### config.mk
export PLATFORM = sky130hd
export DESIGN_NAME = reaction_timer_flat
export DESIGN_NICKNAME = d
export VERILOG_FILES = /design/src/rtl/reaction_timer_if.sv /design/src/rtl/reaction_timer.sv /design/src/flat_wrapper.sv
export SDC_FILE = /design/constraint.sdc
export NUM_CORES = 1
export LEC_CHECK = 0
export ABC_AREA = 1
export CORE_UTILIZATION = 45
export CTS_CLUSTER_SIZE = 14
export DETAILED_ROUTE_END_ITERATION = 16
export HOLD_SLACK_MARGIN = 0.15
export PLACE_DENSITY = 0.75
export SLEW_MARGIN = 30
export SYNTH_ARGS = -nofsm -noshare
export SYNTH_HDL_FRONTEND = slang
export SYNTH_SLANG_ARGS = --single-unit
export TNS_END_PERCENT = 20
### constraint.sdc
create_clock -name clk -period 1.99 [get_ports clk]
set_clock_uncertainty 0.15 [all_clocks]
set_input_delay 0.2985 -clock clk [delete_from_list [all_inputs] [get_ports clk]]
set_output_delay 0.2985 -clock clk [all_outputs]
set_load 0.05 [all_outputs]
### src/rtl/reaction_timer_if.sv
// Trial handshake and result bus between the start/stop inputs, the reaction timer and the display.
interface reaction_timer_if;
   logic        start;
   logic        stop;
   logic        ready;
   logic        led;
   logic [15:0] bcd;
   logic        done;
   logic        early;
   logic        overflow;

   modport master (
      output start, stop,
      input  ready, led, bcd, done, early, overflow
   );

   modport slave (
      input  start, stop,
      output ready, led, bcd, done, early, overflow
   );
endinterface

### src/rtl/reaction_timer.sv
// Reaction-time trial: random wait, light the LED, then count milliseconds in BCD until stop.
module reaction_timer #(
   parameter int unsigned TICK_DIV    = 50000,
   parameter int unsigned MIN_WAIT_MS = 1000,
   parameter int unsigned RAND_BITS   = 11
) (
   input logic             clk,
   input logic             rst,
   reaction_timer_if.slave bus_io
);

   localparam int unsigned DivW  = (TICK_DIV > 1) ? $clog2(TICK_DIV) : 1;
   localparam int unsigned WaitW = $clog2(MIN_WAIT_MS + (2 ** RAND_BITS));

   typedef enum logic [1:0] {StIdle, StWait, StRun, StDone} state_e;

   state_e             state_q, state_d;
   logic [15:0]        lfsr_q, lfsr_d;
   logic [DivW-1:0]    div_q, div_d;
   logic [WaitW-1:0]   wait_q, wait_d;
   logic [15:0]        bcd_q, bcd_d;
   logic               early_q, early_d;
   logic               overflow_q, overflow_d;
   logic               stop_q;
   logic               stop_rise;
   logic               tick;
   logic               accept;
   logic [15:0]        bcd_inc;

   assign stop_rise = bus_io.stop & ~stop_q;
   assign tick      = (div_q == DivW'(TICK_DIV - 1));
   assign accept    = bus_io.start & ((state_q == StIdle) | (state_q == StDone));

   // Taps 16,14,13,11; the seed is non-zero so the sequence never locks up.
   assign lfsr_d = {lfsr_q[14:0], lfsr_q[15] ^ lfsr_q[13] ^ lfsr_q[12] ^ lfsr_q[10]};

   // Restart the divider on accept so the first millisecond is full length.
   assign div_d = (accept || tick) ? '0 : div_q + DivW'(1);

   always_comb begin
      logic carry;
      bcd_inc = bcd_q;
      carry   = 1'b1;
      for (int i = 0; i < 4; i++) begin
         if (carry) begin
            if (bcd_q[4*i +: 4] == 4'd9) begin
               bcd_inc[4*i +: 4] = 4'd0;
            end else begin
               bcd_inc[4*i +: 4] = bcd_q[4*i +: 4] + 4'd1;
               carry             = 1'b0;
            end
         end
      end
   end

   always_comb begin
      state_d    = state_q;
      wait_d     = wait_q;
      bcd_d      = bcd_q;
      early_d    = early_q;
      overflow_d = overflow_q;
      unique case (state_q)
         StIdle, StDone: begin
            if (bus_io.start) begin
               state_d    = StWait;
               wait_d     = WaitW'(MIN_WAIT_MS) + WaitW'(lfsr_q[RAND_BITS-1:0]);
               bcd_d      = '0;
               early_d    = 1'b0;
               overflow_d = 1'b0;
            end
         end
         StWait: begin
            if (stop_rise) begin
               state_d = StDone;
               early_d = 1'b1;
               bcd_d   = '0;
            end else if (tick) begin
               if (wait_q == WaitW'(1)) begin
                  state_d = StRun;
               end else begin
                  wait_d = wait_q - WaitW'(1);
               end
            end
         end
         StRun: begin
            if (stop_rise) begin
               state_d = StDone;
            end else if (tick) begin
               if (bcd_q == 16'h9999) begin
                  state_d    = StDone;
                  overflow_d = 1'b1;
               end else begin
                  bcd_d = bcd_inc;
               end
            end
         end
         default: state_d = StIdle;
      endcase
   end

   always_ff @(posedge clk) begin
      if (rst) begin
         state_q    <= StIdle;
         lfsr_q     <= 16'hACE1;
         div_q      <= '0;
         wait_q     <= '0;
         bcd_q      <= '0;
         early_q    <= 1'b0;
         overflow_q <= 1'b0;
         stop_q     <= 1'b0;
      end else begin
         state_q    <= state_d;
         lfsr_q     <= lfsr_d;
         div_q      <= div_d;
         wait_q     <= wait_d;
         bcd_q      <= bcd_d;
         early_q    <= early_d;
         overflow_q <= overflow_d;
         stop_q     <= bus_io.stop;
      end
   end

   assign bus_io.ready    = (state_q == StIdle) | (state_q == StDone);
   assign bus_io.led      = (state_q == StRun);
   assign bus_io.done     = (state_q == StDone);
   assign bus_io.bcd      = bcd_q;
   assign bus_io.early    = early_q;
   assign bus_io.overflow = overflow_q;

endmodule

### src/flat_wrapper.sv
// flat-port wrapper written by rule: the top's interface ports become plain ports
module reaction_timer_flat 
#(
   parameter int unsigned TICK_DIV    = 50000,
   parameter int unsigned MIN_WAIT_MS = 1000,
   parameter int unsigned RAND_BITS   = 11
)
  (clk, rst, bus_io_start, bus_io_stop, bus_io_ready, bus_io_led, bus_io_bcd, bus_io_done, bus_io_early, bus_io_overflow);
  reaction_timer_if bus_io_i ();
  input logic clk;
  input logic rst;
  input wire logic [$bits(bus_io_i.start)-1:0] bus_io_start;
  input wire logic [$bits(bus_io_i.stop)-1:0] bus_io_stop;
  output wire logic [$bits(bus_io_i.ready)-1:0] bus_io_ready;
  output wire logic [$bits(bus_io_i.led)-1:0] bus_io_led;
  output wire logic [$bits(bus_io_i.bcd)-1:0] bus_io_bcd;
  output wire logic [$bits(bus_io_i.done)-1:0] bus_io_done;
  output wire logic [$bits(bus_io_i.early)-1:0] bus_io_early;
  output wire logic [$bits(bus_io_i.overflow)-1:0] bus_io_overflow;
  assign bus_io_i.start = bus_io_start;
  assign bus_io_i.stop = bus_io_stop;
  assign bus_io_ready = bus_io_i.ready;
  assign bus_io_led = bus_io_i.led;
  assign bus_io_bcd = bus_io_i.bcd;
  assign bus_io_done = bus_io_i.done;
  assign bus_io_early = bus_io_i.early;
  assign bus_io_overflow = bus_io_i.overflow;
  reaction_timer #(.TICK_DIV(TICK_DIV), .MIN_WAIT_MS(MIN_WAIT_MS), .RAND_BITS(RAND_BITS)) u_core (.clk(clk), .rst(rst), .bus_io(bus_io_i));
endmodule
; Yosys cells after proc, flatten, opt, wreduce, memory -nomap -nowiden
; Index checks and enable logic that the tools add are counted.
[totals]
input_bits = 4
regBits = 65
[op_classes]
n_reduce_logical = 14
n_addsub = 7
muxes = 38
n_eq_ne = 26
bitwise_logic = 7
[ops]
columns = op, n
row1 = $mux 16, 5
row2 = $mux 12, 4
row3 = $pmux 16 s3, 1
row4 = $eq 16x16->1 const B, 2
row5 = $mux 4, 7
row6 = $pmux 12 s2, 1
row7 = $reduce_and 5->1, 4
row8 = $reduce_and 6->1, 3
row9 = $add 16x1->16 const B, 1
row10 = $add 4x1->4 const B, 4
row11 = $eq 4x4->1 const B, 4
row12 = $mux 2, 7
row13 = $ne 2x1->1 const B, 7
row14 = $add 10x11->12 const A, 1
row15 = $eq 12x1->1 const B, 1
row16 = $ne 3x1->1 const B, 4
row17 = $sub 12x1->12 const B, 1
row18 = $mux 1, 10
row19 = $ne 2x2->1 const B, 5
row20 = $pmux 2 s3, 1
row21 = $eq 2x2->1 const B, 2
row22 = $pmux 1 s2, 2
row23 = $reduce_bool 2->1, 2
row24 = $reduce_or 2->1, 2
row25 = 8 further kinds, 11

; Depth between registers and ports, before layout
; Gate-level depths: netlist of run 1.
[depth]
ltp_word = 9
ltp_mapped = 12
depth_no_buf = 12

; Least setup slack after synthesis of run 1
; OpenSTA, ideal clock, no wires.
[synth_path]
kind = flip-flop to flip-flop
from = register u_core.state_q[0]
to = register u_core.wait_q[4]
slack_ns = -0.215
stages_incl_launch_ff = 12
t_required_ns = 1.712
arrival_ns = 1.928
cell_sequence = dfxtp_1 > inv_1 > ha_1 > inv_1 > nor2_4 > inv_2 > o21ai_0 > nor2_1 > nand3_4 > clkinv_4 > o21ai_0 > nor2_1
[synth_between]
elab_chain_cells = 4
elab_cells_between_ends = 11
[synth_rtl]
columns = item, line
row1 = "start, declared", reaction_timer.sv:17  ; state_e state_q, state_d;
row2 = "start signal, assigned", reaction_timer.sv:103  ; state_q <= StIdle;
row3 = "start signal, assigned", reaction_timer.sv:112  ; state_q <= state_d;
row4 = $eq 2x2->1 / $logic_not 2->1 (equally long branches), reaction_timer.sv:62  ; unique case (state_q)
row5 = $reduce_or 2->1, reaction_timer.sv:62
row6 = $ne 2x2->1 (no line) / $reduce_bool 2->1 (equally long branches), -
row7 = $reduce_and 5->1 (no line), -
row8 = "end signal, assigned", reaction_timer.sv:115  ; wait_q <= wait_d;
row9 = "end, declared", reaction_timer.sv:20  ; logic [WaitW-1:0] wait_q, wait_d;
; Parallel ways exist; a longest one is shown, timed or not.
; A chain may end at the register's enable or synchronous reset.

; Worst setup path in the final report of run 1
[layout_path]
from = register u_core.bcd_q[1] (netlist: u_core.bus_io.bcd[1])
to = output port bus_io_bcd[1]
[layout_lines]
columns = item, line
row1 = "start, declared", reaction_timer.sv:21  ; logic [15:0] bcd_q, bcd_d;
row2 = "start signal, assigned", reaction_timer.sv:107  ; bcd_q <= '0;
row3 = "start signal, assigned", reaction_timer.sv:116  ; bcd_q <= bcd_d;
row4 = "end, declared", flat_wrapper.sv:16  ; output wire logic [$bits(bus_io_i.bcd)-1:0] bus_io_bcd;
; No word-level cell between the ends.

==> results of run 1 <==
[power groups by stage]
| stage | Combinational (W) | Clock (W) | Sequential, W |
|---|---|---|---|
| floorplan | 0.00181 | 0 | 0.00180 |
| global placement | 0.00248 | 0 | 0.00168 |
| detailed placement | 0.00254 | 0 | 0.00168 |
| CTS | 0.00256 | 0.00128 | 0.00165 |
| global route | 0.00299 | 0.00134 | 0.00168 |
| finish | 0.00269 | 0.00126 | 0.00166 |
[kinds of logic after synthesis]
kind of cell | count (synthesis)
xor+xnor | 13
flops | 65
fa+ha+maj | 15
simple gates | 253
buf+inv | 81
compound gates | 82
[stage by stage]
step           hold WS, ns  instance area (µm²)  utilization
6_report             0.265                 4290        0.555
5_1_grt              0.288                 4290        0.555
4_1_cts              0.270                 4250        0.549
3_5_place_dp         0.250                 4030        0.521
3_3_place_gp         0.248                 4030        0.521
2_1_floorplan        0.238                 3600            -
[state kept, by name (all words and copies together) (netlist names)]
name / cells
u_core.bus_io.bcd: 16
u_core.stop_q: 1
u_core.div_q: 16
u_core.wait_q: 12
u_core.bus_io.early: 1
u_core.state_q: 2
u_core.bus_io.overflow: 1
u_core.lfsr_q: 16
[layer usage]
metal,GRT usage,vias to the layer above,part of all wire,routed length [µm]
li1,-,1728,-,-
met1,0.221,1479,0.46,3520
met2,0.334,56,0.48,3710
met3,0.0394,9,0.044,334
met4,0.0767,0,0.013,103
met5,0,-,0,0
[worst reg2reg max path: cells and delay by family (launching register included)]
family	cells	cell delay, ns
and+or+nand+nor	4	0.48
buffers and inverters	4	0.40
DFF	1	0.34
adders and majority gates	1	0.26
AOI/OAI and AO/OA	2	0.15
[layout make-up]
| class | instances | area, µm² |
|---|---|---|
| clock buffers | 14 | 163 |
| fillers | 733 | 3440 |
| well taps | 102 | 128 |
| repair inverters | 1 | 5.00 |
| repair buffers | 42 | 362 |
| flip-flops and latches | 65 | 1300 |
| multi-input cells | 364 | 1990 |
| clock inverters | 2 | 60.1 |
| inverters | 71 | 275 |
[worst paths after layout]
check | end | slack, ns | cells past startpoint
worst min register to register | u_core.lfsr_q[15] | 0.27 | 1
worst max-delay path | bus_io_bcd[1] | 0.05 | 1
worst max register to register | u_core.wait_q[6] | 0.13 | 11
worst min-delay path | u_core.lfsr_q[15] | 0.27 | 1
[cell usage in the layout (no fill, tap or decap), types with 3 or more instances in the layout]
master                            count
sky130_fd_sc_hd__nand3_1             30
sky130_fd_sc_hd__inv_1               63
sky130_fd_sc_hd__nand2_1             98
sky130_fd_sc_hd__dlygate4sd2_1        3
sky130_fd_sc_hd__nand4_1             13
sky130_fd_sc_hd__nand3_4              3
sky130_fd_sc_hd__inv_2                6
sky130_fd_sc_hd__clkbuf_8            11
sky130_fd_sc_hd__ha_1                13
sky130_fd_sc_hd__clkdlybuf4s50_1      5
sky130_fd_sc_hd__buf_4               31
sky130_fd_sc_hd__nor2_1              69
sky130_fd_sc_hd__o21ai_0             30
sky130_fd_sc_hd__xnor2_1              5
sky130_fd_sc_hd__nor2_4               3
sky130_fd_sc_hd__dfxtp_1             64
sky130_fd_sc_hd__nor3_1               7
sky130_fd_sc_hd__nor2_2               9
sky130_fd_sc_hd__nand3_2              6
sky130_fd_sc_hd__xor2_1               8
sky130_fd_sc_hd__nand2_2              6
sky130_fd_sc_hd__o21ai_1              5
sky130_fd_sc_hd__or2_2                3
sky130_fd_sc_hd__a21oi_1             35
sky130_fd_sc_hd__clkbuf_1             3
[timing repair]
item,CTS,global route
buffers inserted,0,1
gates resized for setup,3,10
endpoints found under the setup margin,3,14
gates cloned,0,2
pin swaps,0,2
==> flow_results.xml, run 1 <==
<?xml version="1.0" encoding="UTF-8"?>
<metrics>
  <group name="cts">
    <metric name="tritoncts.num_buffers" unit="">9</metric>
    <metric name="cts_hold_buffers" unit="">0</metric>
    <metric name="clk_latency" unit="ns">0.34</metric>
    <metric name="cts_root_buf" unit="">sky130_fd_sc_hd__clkbuf_8</metric>
    <metric name="h-tree-depth" unit="">3</metric>
    <metric name="cts_max_path_buffers" unit="">2</metric>
    <metric name="cts_tree" unit="">yes</metric>
    <metric name="cts.clk_slew.worst_paths" unit="ns">0.07</metric>
    <metric name="tritoncts_num_sinks" unit="">65</metric>
  </group>
  <group name="placement">
    <metric name="place_congestion" unit="">0.814</metric>
    <metric name="dpl_worst_slack" unit="ns">-0.104</metric>
    <metric name="numPortBuffers" unit="">24</metric>
    <metric name="dp_hpwl" unit="µm">5510</metric>
    <metric name="place.detailed.instances" unit="">642</metric>
  </group>
  <group name="power_and_ir_drop">
    <metric name="ir_worst_vdd" unit="mV">0.483</metric>
    <metric name="overall_power_of_the_completed_layout" unit="W">0.00561</metric>
    <metric name="pwr_density_cell" unit="nW/µm²">1310</metric>
    <metric name="static-leakage-power" unit="nW">1.87</metric>
    <metric name="total_switching_power" unit="W">0.00235</metric>
    <metric name="power.share.combinational" unit="">0.480</metric>
    <metric name="power_switching_share" unit="">0.419</metric>
    <metric name="pwr-share-seq" unit="">0.295</metric>
    <metric name="p_int" unit="W">0.00326</metric>
    <metric name="clock_power_share" unit="">0.225</metric>
  </group>
  <group name="routing">
    <metric name="post-route-drc-count" unit="">0</metric>
    <metric name="routed_via_density" unit="">4.95</metric>
    <metric name="post_drt_wl_per_cell" unit="µm">11.6</metric>
    <metric name="drt_first_pass_iters" unit="">4</metric>
    <metric name="route.vias.total" unit="">3272</metric>
    <metric name="route.final.wire_length" unit="µm">7670</metric>
    <metric name="dr.first_iter.drc_count" unit="">141</metric>
    <metric name="drt.antenna.violating_nets" unit="">0</metric>
  </group>
  <group name="sta">
    <metric name="grt_setup_unrepaired" unit="">false</metric>
    <metric name="slew_violations" unit="">0</metric>
    <metric name="worst_pin_slew" unit="ns">0.498</metric>
    <metric name="worst_slack" unit="ns">0.0497</metric>
    <metric name="setup_viol" unit="">0</metric>
    <metric name="fin_tns_setup" unit="ns">0</metric>
    <metric name="timing.fmax" unit="GHz">0.515</metric>
    <metric name="finalHoldViolations" unit="">0</metric>
    <metric name="min_period" unit="ns">1.94</metric>
    <metric name="min_period_over_period" unit="">0.975</metric>
    <metric name="timing.max_slew.rel_slack" unit="">0.667</metric>
  </group>
  <group name="global_routing">
    <metric name="antenna_found_initial" unit="">0</metric>
    <metric name="grt_pass1_wl" unit="µm">12800</metric>
    <metric name="grt_use_total" unit="">0.189</metric>
    <metric name="grt_pass1_vias" unit="">3013</metric>
    <metric name="globalRouteOverflowTotal" unit="">0</metric>
    <metric name="grt_start_max_net_pins" unit="">27</metric>
  </group>
  <group name="synthesis">
    <metric name="post_synth_main_area_contributors" unit="">sky130_fd_sc_hd__dfxtp_1 36%, sky130_fd_sc_hd__nand2_1 10%, sky130_fd_sc_hd__nor2_1 7.4%</metric>
    <metric name="synth.largest_area_cell" unit="">sky130_fd_sc_hd__dfxtp_1</metric>
    <metric name="post-synth-top-area-fraction" unit="">0.362</metric>
    <metric name="synth-edff-count" unit="">0</metric>
    <metric name="yosysSeqAreaShare" unit="">0.362</metric>
    <metric name="simple_gate_portion_of_the_synthesized_area" unit="">0.338</metric>
    <metric name="synth_unique_cells" unit="">39</metric>
    <metric name="synthAdderAreaFrac" unit="">0.0523</metric>
    <metric name="syn-cell-area" unit="µm²">3590</metric>
    <metric name="post-synth-top-count-cell" unit="">sky130_fd_sc_hd__nand2_1</metric>
    <metric name="synth_area_per_cell" unit="µm²">7.05</metric>
    <metric name="ys_seq_elements" unit="">65</metric>
    <metric name="synth_warnings" unit="">0</metric>
    <metric name="synth_nets" unit="">528</metric>
    <metric name="asyncSetResetFlopFracSynth" unit="">0</metric>
    <metric name="netlist_top_cells_count" unit="">98 x sky130_fd_sc_hd__nand2_1, 71 x sky130_fd_sc_hd__nor2_1, 65 x sky130_fd_sc_hd__dfxtp_1</metric>
    <metric name="post_synth_mux_area_share" unit="">0</metric>
    <metric name="synth_ff_type" unit="">sky130_fd_sc_hd__dfxtp_1</metric>
    <metric name="synth_cells" unit="">509</metric>
    <metric name="synth_xor_xnor_area_share" unit="">0.0317</metric>
    <metric name="combinational_family_with_the_most_area_after_synthesis" unit="">simple AND/OR/NAND/NOR gates</metric>
    <metric name="synth_compound_gate_area_share" unit="">0.124</metric>
  </group>
  <group name="die">
    <metric name="initial_utilization" unit="">0.465</metric>
    <metric name="die_width" unit="µm">91.3</metric>
    <metric name="core_region_area" unit="µm²">7730</metric>
    <metric name="row_count" unit="">32</metric>
    <metric name="die-area" unit="µm²">8340</metric>
    <metric name="die-height" unit="µm">91.3</metric>
    <metric name="io-pin-count" unit="">25</metric>
  </group>
  <group name="setup_path">
    <metric name="timing.critical_path.to_type" unit="">output port</metric>
    <metric name="combined_buffer_and_inverter_count_along_the_critical_path" unit="">1</metric>
    <metric name="critical_path.cell_chain" unit="">clkdlybuf4s50_1</metric>
    <metric name="path_delay_family" unit="">buffers and inverters</metric>
    <metric name="cpMaxStageDelayCell" unit="">sky130_fd_sc_hd__clkdlybuf4s50_1</metric>
    <metric name="critical_path.reg2reg.startpoint" unit="">u_core.state_q[0]</metric>
    <metric name="criticalPathCategory" unit="">reg2out</metric>
    <metric name="arrival" unit="ns">1.49</metric>
    <metric name="setup.worst_path.start" unit="">u_core.bus_io.bcd[1]</metric>
    <metric name="largest_driver_fanout_on_the_critical_path" unit="">3</metric>
    <metric name="timing.critical_path.required" unit="ns">1.54</metric>
    <metric name="start_kind" unit="">register</metric>
    <metric name="cpPeakStageDelay" unit="ns">0.81</metric>
  </group>
  <group name="cells_and_area">
    <metric name="n_antenna_cell" unit="">0</metric>
    <metric name="num-nets-final" unit="">573</metric>
    <metric name="area_growth" unit="%">19.4</metric>
    <metric name="stdcell_count" unit="">661</metric>
    <metric name="post_route_cells_drive_above_1_share" unit="">0.174</metric>
  </group>
  <group name="hold_path">
    <metric name="type_of_the_tightest_min_delay_check" unit="">reg2reg</metric>
    <metric name="hold_path.startpoint" unit="">u_core.lfsr_q[14]</metric>
  </group>
  <group name="run_status">
    <metric name="outcome" unit="">complete, no violations</metric>
  </group>
  <group name="job">
    <metric name="max_cap_violations" unit="">0</metric>
  </group>
</metrics>
(Power assumes the default switching activity.)
==> inputs of run 2 (changes only) <==
PLACE_DENSITY = 0.73   (was 0.75)
clock period = 2.2 ns   (was 1.99 ns; I/O delays follow)
==> flow_results.xml, run 2 (synthesis gave the netlist of run 1 again) <==
<?xml version="1.0" encoding="UTF-8"?>
<metrics>
  <group name="run_status">
    <metric name="outcome" unit="">complete, no violations</metric>
  </group>
  <group name="cts">
    <metric name="tritoncts.num_buffers" unit="">9</metric>
    <metric name="tritoncts_num_sinks" unit="">65</metric>
    <metric name="clk_latency" unit="ns">0.33</metric>
    <metric name="cts.clk_slew.worst_paths" unit="ns">0.07</metric>
    <metric name="cts_root_buf" unit="">sky130_fd_sc_hd__clkbuf_8</metric>
    <metric name="cts_max_path_buffers" unit="">2</metric>
    <metric name="h-tree-depth" unit="">3</metric>
    <metric name="cts_tree" unit="">yes</metric>
  </group>
  <group name="die">
    <metric name="initial_utilization" unit="">0.465</metric>
    <metric name="io-pin-count" unit="">25</metric>
    <metric name="die-height" unit="µm">91.3</metric>
    <metric name="die_width" unit="µm">91.3</metric>
    <metric name="die-area" unit="µm²">8340</metric>
    <metric name="row_count" unit="">32</metric>
    <metric name="core_region_area" unit="µm²">7730</metric>
  </group>
  <group name="sta">
    <metric name="worst_pin_slew" unit="ns">0.496</metric>
    <metric name="slew_violations" unit="">0</metric>
    <metric name="setup_viol" unit="">0</metric>
    <metric name="finalHoldViolations" unit="">0</metric>
    <metric name="min_period_over_period" unit="">0.958</metric>
    <metric name="hold_slack" unit="ns">0.249</metric>
    <metric name="grt_setup_unrepaired" unit="">false</metric>
    <metric name="fin_tns_setup" unit="ns">0</metric>
    <metric name="timing.max_slew.rel_slack" unit="">0.668</metric>
    <metric name="min_period" unit="ns">2.11</metric>
    <metric name="timing.fmax" unit="GHz">0.475</metric>
  </group>
  <group name="global_routing">
    <metric name="grt_most_used_layer" unit="">met2</metric>
    <metric name="grt_use_total" unit="">0.188</metric>
    <metric name="grt_pass1_vias" unit="">2910</metric>
    <metric name="global_route.usage.met3" unit="">0.0486</metric>
    <metric name="antenna_found_initial" unit="">0</metric>
    <metric name="groute.layer.met1.usage" unit="">0.226</metric>
    <metric name="grt_util_met2" unit="">0.321</metric>
    <metric name="globalRouteOverflowTotal" unit="">0</metric>
    <metric name="grt_pass1_wl" unit="µm">12600</metric>
    <metric name="grt_start_max_net_pins" unit="">27</metric>
  </group>
  <group name="cells_and_area">
    <metric name="layout.cells.most_common" unit="">sky130_fd_sc_hd__nand2_1</metric>
    <metric name="num-nets-final" unit="">563</metric>
    <metric name="layout_common_cells" unit="">98 x sky130_fd_sc_hd__nand2_1, 70 x sky130_fd_sc_hd__nor2_1, 64 x sky130_fd_sc_hd__inv_1, 64 x sky130_fd_sc_hd__dfxtp_1, 35 x sky130_fd_sc_hd__a21oi_1</metric>
    <metric name="area_growth" unit="%">16.3</metric>
    <metric name="n_fill_cell" unit="">743</metric>
    <metric name="post_route_cells_drive_above_1_share" unit="">0.129</metric>
    <metric name="n_antenna_cell" unit="">0</metric>
  </group>
  <group name="setup_path">
    <metric name="flop_to_flop_setup_slack" unit="ns">0.16</metric>
    <metric name="timing.critical_path.required" unit="ns">1.72</metric>
    <metric name="cpPeakStageDelay" unit="ns">0.85</metric>
    <metric name="cpMaxStageDelayCell" unit="">sky130_fd_sc_hd__clkdlybuf4s50_1</metric>
    <metric name="regToRegEndpoint" unit="">u_core.wait_q[10]</metric>
    <metric name="largest_driver_fanout_on_the_critical_path" unit="">6</metric>
    <metric name="timing.critical_path.to" unit="">bus_io_bcd[8]</metric>
    <metric name="setup.worst_path.start" unit="">u_core.bus_io.bcd[8]</metric>
    <metric name="start_kind" unit="">register</metric>
    <metric name="criticalPathCategory" unit="">reg2out</metric>
    <metric name="arrival" unit="ns">1.63</metric>
    <metric name="cp_num_cells" unit="">1</metric>
    <metric name="ff2ff_path_depth" unit="">11</metric>
    <metric name="path_delay_family" unit="">buffers and inverters</metric>
    <metric name="combined_buffer_and_inverter_count_along_the_critical_path" unit="">1</metric>
    <metric name="critical_path.cell_chain" unit="">clkdlybuf4s50_1</metric>
    <metric name="critical_path.reg2reg.startpoint" unit="">u_core.state_q[0]</metric>
    <metric name="timing.critical_path.to_type" unit="">output port</metric>
  </group>
  <group name="routing">
    <metric name="routed_via_density" unit="">4.96</metric>
    <metric name="dr.first_iter.drc_count" unit="">229</metric>
    <metric name="route.vias.total" unit="">3227</metric>
    <metric name="drt_first_pass_iters" unit="">5</metric>
    <metric name="route.final.wire_length" unit="µm">7640</metric>
    <metric name="drt.antenna.violating_nets" unit="">0</metric>
    <metric name="post_drt_wl_per_cell" unit="µm">11.7</metric>
    <metric name="post-route-drc-count" unit="">0</metric>
  </group>
  <group name="power_and_ir_drop">
    <metric name="pwr_density_cell" unit="nW/µm²">1140</metric>
    <metric name="static-leakage-power" unit="nW">1.75</metric>
    <metric name="ir_worst_vdd" unit="mV">0.473</metric>
  </group>
  <group name="job">
    <metric name="max_cap_violations" unit="">0</metric>
  </group>
  <group name="placement">
    <metric name="place_congestion" unit="">0.862</metric>
    <metric name="numPortBuffers" unit="">24</metric>
    <metric name="dp_hpwl" unit="µm">5520</metric>
  </group>
  <group name="hold_path">
    <metric name="type_of_the_tightest_min_delay_check" unit="">reg2reg</metric>
  </group>
</metrics>
-- run 2: metal layers --
metal / vias to the layer above / part of all wire
li1: 1711 / -
met1: 1452 / 0.47
met2: 52 / 0.48
met3: 12 / 0.038
met4: 0 / 0.017
met5: - / 0
-- run 2: how the worst min path moves through the flow --
stage,startpoint,endpoint,slack (ns),cells after the start
2_1_floorplan,u_core.lfsr_q[11],u_core.lfsr_q[12],0.24,2
3_3_place_gp,u_core.lfsr_q[14],u_core.lfsr_q[15],0.24,1
3_5_place_dp,u_core.lfsr_q[14],u_core.lfsr_q[15],0.24,1
4_1_cts,u_core.lfsr_q[11],u_core.lfsr_q[12],0.25,2
5_1_grt,u_core.lfsr_q[11],u_core.lfsr_q[12],0.27,2
6_report,u_core.lfsr_q[11],u_core.lfsr_q[12],0.25,2
-- run 2: timing repair --
item / in CTS / in global routing
resized for setup: 0 / 2
endpoints found under the setup margin: 0 / 3
setup buffers: 0 / 2
hold buffers: 0 / 0
-- run 2: power breakdown --
group	internal, W	switching, W	total (W)
registers	0.00135	0.000147	0.00150
logic	0.000826	0.00152	0.00234
clock network	0.000466	0.000436	0.000902
-- run 2: through the flow --
stage	cell area, µm²	setup slack [ns]	utilization	std cells	power (W)
6_report	4170	0.0935	0.540	651	0.00474
5_1_grt	4170	0.0211	0.540	651	0.00509
4_1_cts	4150	0.0823	0.536	648	0.00466
3_5_place_dp	3970	0.0353	0.514	632	0.00375
3_3_place_gp	3970	0.107	0.514	632	0.00368
2_1_floorplan	3590	0.151	-	509	0.00323
-- run 2: layout make-up --
cell class	count	area, µm²	share of cell area
well taps	102	128	0.0306
clock buffers	13	159	0.0381
repair buffers	33	325	0.0779
inverters	71	272	0.0650
flip-flops and latches	65	1300	0.312
clock inverters	3	15.0	0.00360
multi-input cells	364	1970	0.473
==> inputs of run 3 (changes only) <==
PLACE_DENSITY = unset   (was 0.73)
==> flow_results.xml, run 3 (synthesis gave the netlist of run 1 again) <==
<?xml version="1.0" encoding="UTF-8"?>
<metrics>
  <group name="run_status">
    <metric name="outcome" unit="">complete, no violations</metric>
  </group>
  <group name="placement">
    <metric name="place.detailed.instances" unit="">634</metric>
    <metric name="dp_hpwl" unit="µm">5600</metric>
    <metric name="placed_cell_area" unit="µm²">3980</metric>
    <metric name="place_congestion" unit="">0.806</metric>
    <metric name="numPortBuffers" unit="">24</metric>
  </group>
  <group name="routing">
    <metric name="route.final.wire_length" unit="µm">7460</metric>
    <metric name="post_drt_wl_per_cell" unit="µm">11.5</metric>
    <metric name="dr.first_iter.drc_count" unit="">102</metric>
    <metric name="post-route-drc-count" unit="">0</metric>
    <metric name="route.vias.total" unit="">3190</metric>
    <metric name="routed_via_density" unit="">4.91</metric>
    <metric name="drt_first_pass_iters" unit="">4</metric>
    <metric name="drt.antenna.violating_nets" unit="">0</metric>
  </group>
  <group name="cts">
    <metric name="cts.clk_slew.worst_paths" unit="ns">0.08</metric>
    <metric name="cts_tree" unit="">yes</metric>
    <metric name="clk_latency" unit="ns">0.34</metric>
    <metric name="tritoncts.num_buffers" unit="">9</metric>
    <metric name="tritoncts_num_sinks" unit="">65</metric>
    <metric name="cts_max_path_buffers" unit="">2</metric>
    <metric name="cts_root_buf" unit="">sky130_fd_sc_hd__clkbuf_8</metric>
    <metric name="h-tree-depth" unit="">3</metric>
  </group>
  <group name="cells_and_area">
    <metric name="layout.cells.most_common" unit="">sky130_fd_sc_hd__nand2_1</metric>
    <metric name="n_antenna_cell" unit="">0</metric>
    <metric name="num-nets-final" unit="">562</metric>
    <metric name="fin_area" unit="µm²">4160</metric>
    <metric name="post_route_cells_drive_above_1_share" unit="">0.126</metric>
    <metric name="area_growth" unit="%">15.9</metric>
    <metric name="stdcell_count" unit="">650</metric>
    <metric name="layout_common_cells" unit="">98 x sky130_fd_sc_hd__nand2_1, 71 x sky130_fd_sc_hd__nor2_1, 65 x sky130_fd_sc_hd__dfxtp_1, 64 x sky130_fd_sc_hd__inv_1, 35 x sky130_fd_sc_hd__a21oi_1</metric>
  </group>
  <group name="setup_path">
    <metric name="largest_driver_fanout_on_the_critical_path" unit="">6</metric>
    <metric name="cpPeakStageDelay" unit="ns">0.84</metric>
    <metric name="cpMaxStageDelayCell" unit="">sky130_fd_sc_hd__clkdlybuf4s50_1</metric>
    <metric name="path_delay_family" unit="">buffers and inverters</metric>
    <metric name="arrival" unit="ns">1.63</metric>
    <metric name="combined_buffer_and_inverter_count_along_the_critical_path" unit="">1</metric>
    <metric name="criticalPathCategory" unit="">reg2out</metric>
    <metric name="timing.critical_path.required" unit="ns">1.72</metric>
    <metric name="critical_path.cell_chain" unit="">clkdlybuf4s50_1</metric>
    <metric name="timing.critical_path.to_type" unit="">output port</metric>
    <metric name="start_kind" unit="">register</metric>
  </group>
  <group name="power_and_ir_drop">
    <metric name="ir_worst_vdd" unit="mV">0.344</metric>
    <metric name="p_int" unit="W">0.00254</metric>
    <metric name="total_switching_power" unit="W">0.00207</metric>
    <metric name="static-leakage-power" unit="nW">1.75</metric>
    <metric name="pwr_density_cell" unit="nW/µm²">1110</metric>
    <metric name="power.share.combinational" unit="">0.472</metric>
    <metric name="clock_power_share" unit="">0.205</metric>
    <metric name="pwr-share-seq" unit="">0.323</metric>
    <metric name="power_switching_share" unit="">0.449</metric>
  </group>
  <group name="sta">
    <metric name="slew_violations" unit="">0</metric>
    <metric name="grt_setup_unrepaired" unit="">false</metric>
    <metric name="finalHoldViolations" unit="">0</metric>
    <metric name="fin_tns_setup" unit="ns">0</metric>
    <metric name="worst_pin_slew" unit="ns">0.503</metric>
    <metric name="setup_viol" unit="">0</metric>
    <metric name="min_period_over_period" unit="">0.959</metric>
    <metric name="min_period" unit="ns">2.11</metric>
    <metric name="timing.max_slew.rel_slack" unit="">0.663</metric>
    <metric name="timing.fmax" unit="GHz">0.474</metric>
  </group>
  <group name="global_routing">
    <metric name="globalRouteOverflowTotal" unit="">0</metric>
    <metric name="antenna_found_initial" unit="">0</metric>
    <metric name="grt_pass1_vias" unit="">2921</metric>
    <metric name="grt_pass1_wl" unit="µm">13000</metric>
    <metric name="grt_start_max_net_pins" unit="">27</metric>
    <metric name="grt_use_total" unit="">0.193</metric>
  </group>
  <group name="die">
    <metric name="die-area" unit="µm²">8340</metric>
    <metric name="io-pin-count" unit="">25</metric>
    <metric name="die-height" unit="µm">91.3</metric>
    <metric name="core_region_area" unit="µm²">7730</metric>
    <metric name="die_width" unit="µm">91.3</metric>
    <metric name="initial_utilization" unit="">0.465</metric>
    <metric name="row_count" unit="">32</metric>
  </group>
  <group name="hold_path">
    <metric name="type_of_the_tightest_min_delay_check" unit="">reg2reg</metric>
  </group>
  <group name="job">
    <metric name="max_cap_violations" unit="">0</metric>
  </group>
</metrics>
[run 3: cell count changes in the layout (fill, tap and decap cells not counted), sizes merged]
cell          delta
inv              +1
clkinvlp         +2
clkbuf           -3
nand3            -1
buf              -1
dlymetal6s2s     +1
[run 3: per-layer routing]
layer / share of wire / vias up / GRT usage / wire (µm)
li1: - / 1710 / - / -
met3: 0.044 / 8 / 0.0310 / 327
met4: 0.0090 / 0 / 0.0701 / 67
met5: 0 / - / 0 / 0
met1: 0.50 / 1419 / 0.264 / 3760
met2: 0.44 / 53 / 0.305 / 3300
[run 3: path summary, 6_finish.rpt]
path / slack, ns / startpoint / to / depth (start not counted)
hold / removal: 0.26 / u_core.lfsr_q[11] / u_core.lfsr_q[12] / 2
hold reg to reg: 0.26 / u_core.lfsr_q[11] / u_core.lfsr_q[12] / 2
setup reg to reg: 0.20 / u_core.state_q[0] / u_core.wait_q[4] / 12
setup / recovery: 0.09 / u_core.bus_io.bcd[12] / bus_io_bcd[12] / 1
[run 3: what timing repair did]
item	4_1_cts	5_1_grt
setup buffers	0	0
hold buffers	0	0
gates resized for setup	0	1
setup endpoints to repair	0	1
[run 3: per-stage QoR]
stage | util | hold slack [ns] | setup WS [ns] | total power (W)
6_report | 0.538 | 0.262 | 0.0892 | 0.00461
5_1_grt | 0.538 | 0.288 | 0.0224 | 0.00498
4_1_cts | 0.538 | 0.257 | 0.0127 | 0.00465
3_5_place_dp | 0.515 | 0.243 | 0.0753 | 0.00370
3_3_place_gp | 0.515 | 0.240 | 0.0875 | 0.00369
2_1_floorplan | - | 0.238 | 0.151 | 0.00323
[run 3: final cells by class]
cell class | count | area [µm²]
fill | 781 | 3570
multi-input combinational | 363 | 1960
sequential | 65 | 1300
timing repair buffer | 33 | 318
inverter | 71 | 272
clock buffer | 10 | 138
tap | 102 | 128
clock inverter | 6 | 42.5
[run 3: power by group through the flow]
stage	combinational [W]	sequential (W)	clock [W]
floorplan	0.00160	0.00162	0
CTS	0.00219	0.00149	0.000970
global placement	0.00217	0.00152	0
global route	0.00243	0.00152	0.00104
finish	0.00218	0.00149	0.000944
detailed placement	0.00218	0.00152	0
